**config.mk**
```make
export PLATFORM = sky130hd
export DESIGN_NAME = sff_pipe
export DESIGN_NICKNAME = d
export VERILOG_FILES = /design/src/rtl/sff_pipe_pkg.sv /design/src/rtl/sff_pipe_stage.sv /design/src/rtl/sff_pipe.sv
export SDC_FILE = /design/constraint.sdc
export NUM_CORES = 1
export LEC_CHECK = 0
export BUFFER_PORTS_ARGS = -buffer_cell sky130_fd_sc_hd__buf_2
export CORE_MARGIN = 3
export CORE_UTILIZATION = 49
export DETAILED_ROUTE_END_ITERATION = 7
export PLACE_DENSITY = 0.79
export SYNTH_ARGS = -nofsm -noshare
export SYNTH_HDL_FRONTEND = slang
export SYNTH_SLANG_ARGS = --single-unit
```
**constraint.sdc**
```tcl
create_clock -name clk -period 2.3 [get_ports clk]
set_input_delay 0.23 -clock clk [delete_from_list [all_inputs] [get_ports clk]]
set_output_delay 0.23 -clock clk [all_outputs]
set_load 0.05 [all_outputs]
```
**src/rtl/sff_pipe_pkg.sv**
```systemverilog
// rtl/sff_pipe_pkg.sv - shared helpers and priority codes for the sff_pipe register pipeline
package sff_pipe_pkg;

    localparam logic [1:0] PRI_RESET = 2'd0;
    localparam logic [1:0] PRI_SET   = 2'd1;
    localparam logic [1:0] PRI_RUN   = 2'd2;

    function automatic int cnt_w(input int depth);
        return $clog2(depth + 1);
    endfunction

endpackage

```
**src/rtl/sff_pipe_stage.sv**
```systemverilog
// rtl/sff_pipe_stage.sv - one valid+data register of the sff_pipe pipeline
module sff_pipe_stage #(
    parameter int               WIDTH   = 8,
    parameter logic [WIDTH-1:0] SET_VAL = {WIDTH{1'b1}}
) (
    input  logic             clk,
    input  logic             reset,
    input  logic             set,
    input  logic             load,
    input  logic             vin,
    input  logic [WIDTH-1:0] din,
    output logic             vout,
    output logic [WIDTH-1:0] dout
);

    always_ff @(posedge clk) begin
        if (reset) begin
            vout <= 1'b0;
            dout <= '0;
        end else if (set) begin
            vout <= 1'b1;
            dout <= SET_VAL;
        end else if (load) begin
            vout <= vin;
            dout <= din;
        end
    end

endmodule

```
**src/rtl/sff_pipe.sv**
```systemverilog
// rtl/sff_pipe.sv - WIDTH x DEPTH valid/ready register pipeline with bubble collapse and preset; optional SFF_PIPE_BYPASS_EN
module sff_pipe
    import sff_pipe_pkg::*;
#(
    parameter int               WIDTH   = 8,
    parameter int               DEPTH   = 2,
    parameter logic [WIDTH-1:0] SET_VAL = {WIDTH{1'b1}}
) (
    input  logic                      clk,
    input  logic                      reset,
    input  logic                      set,
    input  logic                      in_valid,
    output logic                      in_ready,
    input  logic [WIDTH-1:0]          in_data,
    output logic                      out_valid,
    input  logic                      out_ready,
    output logic [WIDTH-1:0]          out_data,
    output logic [cnt_w(DEPTH)-1:0]   count
);

    localparam int CW = cnt_w(DEPTH);

    logic             v [DEPTH];
    logic [WIDTH-1:0] d [DEPTH];
    logic [DEPTH-1:0] adv;
    logic             run;
    logic             bypass;
    logic             in_hs;
    logic             out_hs;
    logic [1:0]       pri;

    assign run = ~reset & ~set;
    assign pri = reset ? PRI_RESET : (set ? PRI_SET : PRI_RUN);

    // A stage can load when it is empty or its occupant moves on, so bubbles collapse.
    always_comb begin
        adv            = '0;
        adv[DEPTH-1]   = out_ready | ~v[DEPTH-1];
        for (int i = DEPTH - 2; i >= 0; i--) begin
            adv[i] = ~v[i] | adv[i+1];
        end
    end

`ifdef SFF_PIPE_BYPASS_EN
    assign bypass    = run & in_valid & out_ready & (count == '0);
    assign out_valid = v[DEPTH-1] | bypass;
    assign out_data  = bypass ? in_data : d[DEPTH-1];
`else
    assign bypass    = 1'b0;
    assign out_valid = v[DEPTH-1];
    assign out_data  = d[DEPTH-1];
`endif

    assign in_ready = run & adv[0];
    assign in_hs    = in_valid & in_ready & ~bypass;
    assign out_hs   = v[DEPTH-1] & out_ready;

    for (genvar g = 0; g < DEPTH; g++) begin : g_stage
        if (g == 0) begin : g_head
            sff_pipe_stage #(.WIDTH(WIDTH), .SET_VAL(SET_VAL)) u_stage (
                .clk(clk), .reset(reset), .set(set), .load(adv[g]),
                .vin(in_hs), .din(in_data), .vout(v[g]), .dout(d[g])
            );
        end else begin : g_body
            sff_pipe_stage #(.WIDTH(WIDTH), .SET_VAL(SET_VAL)) u_stage (
                .clk(clk), .reset(reset), .set(set), .load(adv[g]),
                .vin(v[g-1]), .din(d[g-1]), .vout(v[g]), .dout(d[g])
            );
        end
    end

    always_ff @(posedge clk) begin
        if (reset) begin
            count <= '0;
        end else if (set) begin
            count <= CW'(DEPTH);
        end else if (in_hs & ~out_hs) begin
            count <= count + CW'(1);
        end else if (out_hs & ~in_hs) begin
            count <= count - CW'(1);
        end
    end

    always_ff @(posedge clk) begin
        assert (pri == PRI_RUN || !in_ready);
        if (pri == PRI_RUN) begin
            assert (count <= CW'(DEPTH));
        end
    end

endmodule

```
==> results.cfg <==
[status]
outcome = complete, no violations

[clocking]
cts_resized = 0
htreeDepth = 1
hold_buffers = 0
cts_sinks = 20
cts_made_buffers = 3
cts_buffer_depth = 2
clock_latency_ns = 0.29
clk_pin_slew_ns = 0.11
cts-root-buf = clkbuf_4
cts_tree = yes
post-cts-setup-buffer-count = 0

[sta]
hold_violations = 0
finalMaxSlewViolations = 0
max_freq_ghz = 0.4818
skew_ns = 0.002997
rsz0062_at_grt = no
setup_violations = 0
setup-tns-final_ns = 0
worst_slack_ns = 0.2242
slew_headroom_pct = 61.09
worst_pin_slew_ns = 0.5689
period_needed_ns = 2.076
fin_crit_sh_pct = 90.25

[detailed_routing]
wirelength_mm = 1.667
vias = 735
drt-initial-drc-count = 25
drc = 0
ant_nets = 0
avgViaCountPerCell = 5.176
wl_per_cell_um = 11.74
drtPass1Iterations = 5

[synthesis]
syn_area_per_cell_um2 = 8.349
syn-cell-area_um2 = 868.3
synth_fp_nets = 119
synth_seq_area_share_pct = 46.11
yosys_warnings = 0
netlist_instances = 104
yosysUniqueCellTypes = 25
ys_seq_elements = 20

[worst_setup_path]
r2r-end = count[1]$_SDFFE_PP0P_
end_kind = flip-flop
cp_slowest_cell = a2111oi_0
rr_worst_depth = 7
critPathLaunchType = flip-flop
required_ns = 2.46
reg2reg_slack_ns = 0.22
worstSetupPathType = reg2reg
r2r-start = g_stage[1].g_body.u_stage.vout$_SDFFE_PP0P_
crit_path_start = g_stage[1].g_body.u_stage.vout$_SDFFE_PP0P_
cp.arrival_ns = 2.24
slowest_delay_ns = 0.56
path_cells = and3b_1, nor3_4, and2_1, ha_1, nor3b_1, a2111oi_0, a311oi_1
worstPathMaxFanout = 9

[global_route]
overflow = 0
grt_pass1_vias = 576
grt_first_pass_wirelength_mm = 2.539
antenna_found_initial = 0
grt_util_all_layers_pct = 15.81
grt_start_max_net_pins = 22

[floorplanning]
start_util_pct = 54.47
die_w_um = 48.10
die_y_um = 48.10
die-area_mm2 = 0.002313
core_area_mm2 = 0.001594
ios = 25
placementRows = 14

[pwr]
seqPwrFrac_pct = 53.4
p_sw_share_pct = 29.87
ir_worst_vdd_mv = 0.4309
p_leak_uw = 0.0004496
combPwrFrac_pct = 19.5
p_clk_share_pct = 27.1
p_int_uw = 509.0
switching_power_uw = 216.8
power_density_mw_per_mm2 = 750.4

[run]
cap_violations = 0

[placed_design]
dp_hpwl_mm = 1.180
preCtsSetupSlack_ns = 0.3383
gp_congestion = 0.7087
numPortBuffers = 24

[layout]
nNetsFinal = 134
n_antenna_cell = 0
drive_gt1_share_pct = 26.27
mostFrequentLayoutCells = nand2_1, buf_2, dfxtp_1, a31oi_1, clkbuf_4
mostFrequentLayoutCell = nand2_1
syn2layout_area_growth_pct = 11.38
nFillCells = 158

[min_path]
worstHoldEndpoint = g_stage[0].g_head.u_stage.dout[4]$_SDFFE_PP0P_
min_path_type = in2reg
hp-start = in_data[4]
whs_path_depth = 3
## cell usage after synthesis
| cell | count | area [um2] |
|---|---|---|
| nand2b_1 | 1 | 6.260 |
| inv_2 | 1 | 3.750 |
| a21oi_1 | 2 | 10.01 |
| a41o_1 | 1 | 10.01 |
| and3b_1 | 1 | 8.760 |
| buf_4 | 8 | 60.06 |
| clkbuf_1 | 1 | 3.750 |
| a2111oi_0 | 1 | 8.760 |
| dfxtp_1 | 20 | 400.4 |
| a311oi_1 | 1 | 8.760 |
| a31oi_1 | 16 | 100.1 |
| nand3b_1 | 1 | 7.510 |
| xor2_1 | 1 | 8.760 |
| and2b_1 | 1 | 7.510 |
| inv_1 | 1 | 3.750 |
| and2_1 | 1 | 6.260 |
| buf_6 | 1 | 11.26 |
| nor3_2 | 1 | 10.01 |
| nor3_1 | 1 | 5.000 |
| nand2_1 | 34 | 127.6 |
| nor2_1 | 2 | 7.510 |
| ha_1 | 2 | 25.02 |
| buf_2 | 3 | 15.01 |
| clkbuf_2 | 1 | 5.000 |
| nor3b_1 | 1 | 7.510 |
## cells by family (layout without fill, tap and decap cells)
family	after synthesis	count (layout)	synth area share, %
XOR/XNOR	1	1	1.009
adder cells (fa/ha/maj)	2	2	2.881
AO/OA/AOI/OAI	21	21	15.85
flip-flops	20	20	46.11
buffers and inverters	16	30	11.81
AND/OR/NAND/NOR	44	44	22.34
## state kept, by name, summed over array words and instances, names as in the netlist
register	cells
g_stage.g_head.u_stage.dout	8
g_stage.g_body.u_stage.dout	8
g_stage.g_head.u_stage.vout	1
g_stage.g_body.u_stage.vout	1
count	2
## stage by stage
stage	cells	power, uW	util (%)	area (um2)	hold slack, ns
floorplan	104	516.1	-	875.8	0.3093
global placement	138	533.6	58.40	930.9	0.4629
detailed placement	138	536.6	58.40	930.9	0.4678
CTS	142	731.4	60.68	967.2	0.1874
global route	142	765.2	60.68	967.2	0.1718
finish	142	725.7	60.68	967.2	0.1929
## area by class of cell
cell class                 instances  area (um2)  share of cell area (%)
multi-input combinational         68       371.6                   38.42
clock buffer                       4       36.28                   3.752
timing repair buffer              24       120.1                   12.42
sequential                        20       401.6                   41.53
tap                               24       30.03                   3.105
inverter                           2       7.507                  0.7762
## per-layer routing
layer  wire (um)  global-route usage [%]  share of wire (%)
met1         720                   19.55                 43
met2         851                   27.44                 51
met3          66                   3.321                4.0
met4          29                   4.839                1.7
met5           0                       0                  0
## power by group through the flow
stage                     logic (uW)  registers [uW]  clock network (uW)
after floorplan                  110             406                   0
after global placement           139             394                   0
after detailed placement         141             395                   0
after CTS                        142             388                 202
after global routing             153             390                 222
final                            141             388                 196
## how the worst max path moves through the flow
stage | to | slack [ns] | depth (start not counted)
CTS | count[1]$_SDFFE_PP0P_ | 0.24 | 7
global placement | count[1]$_SDFFE_PP0P_ | 0.47 | 8
detailed placement | count[1]$_SDFFE_PP0P_ | 0.34 | 8
floorplan | count[1]$_SDFFE_PP0P_ | 0.03 | 8
finish | count[1]$_SDFFE_PP0P_ | 0.22 | 7
global route | count[1]$_SDFFE_PP0P_ | 0.12 | 7
## worst max-delay path: cells and delay by family (launching register included)
kind                     cells  cell delay, ns
flip-flops                   1            0.36
AO/OA/AOI/OAI                2            0.65
adder cells (fa/ha/maj)      1            0.18
AND/OR/NAND/NOR              4            0.76
Note: power is estimated with default switching activity, not from simulation.
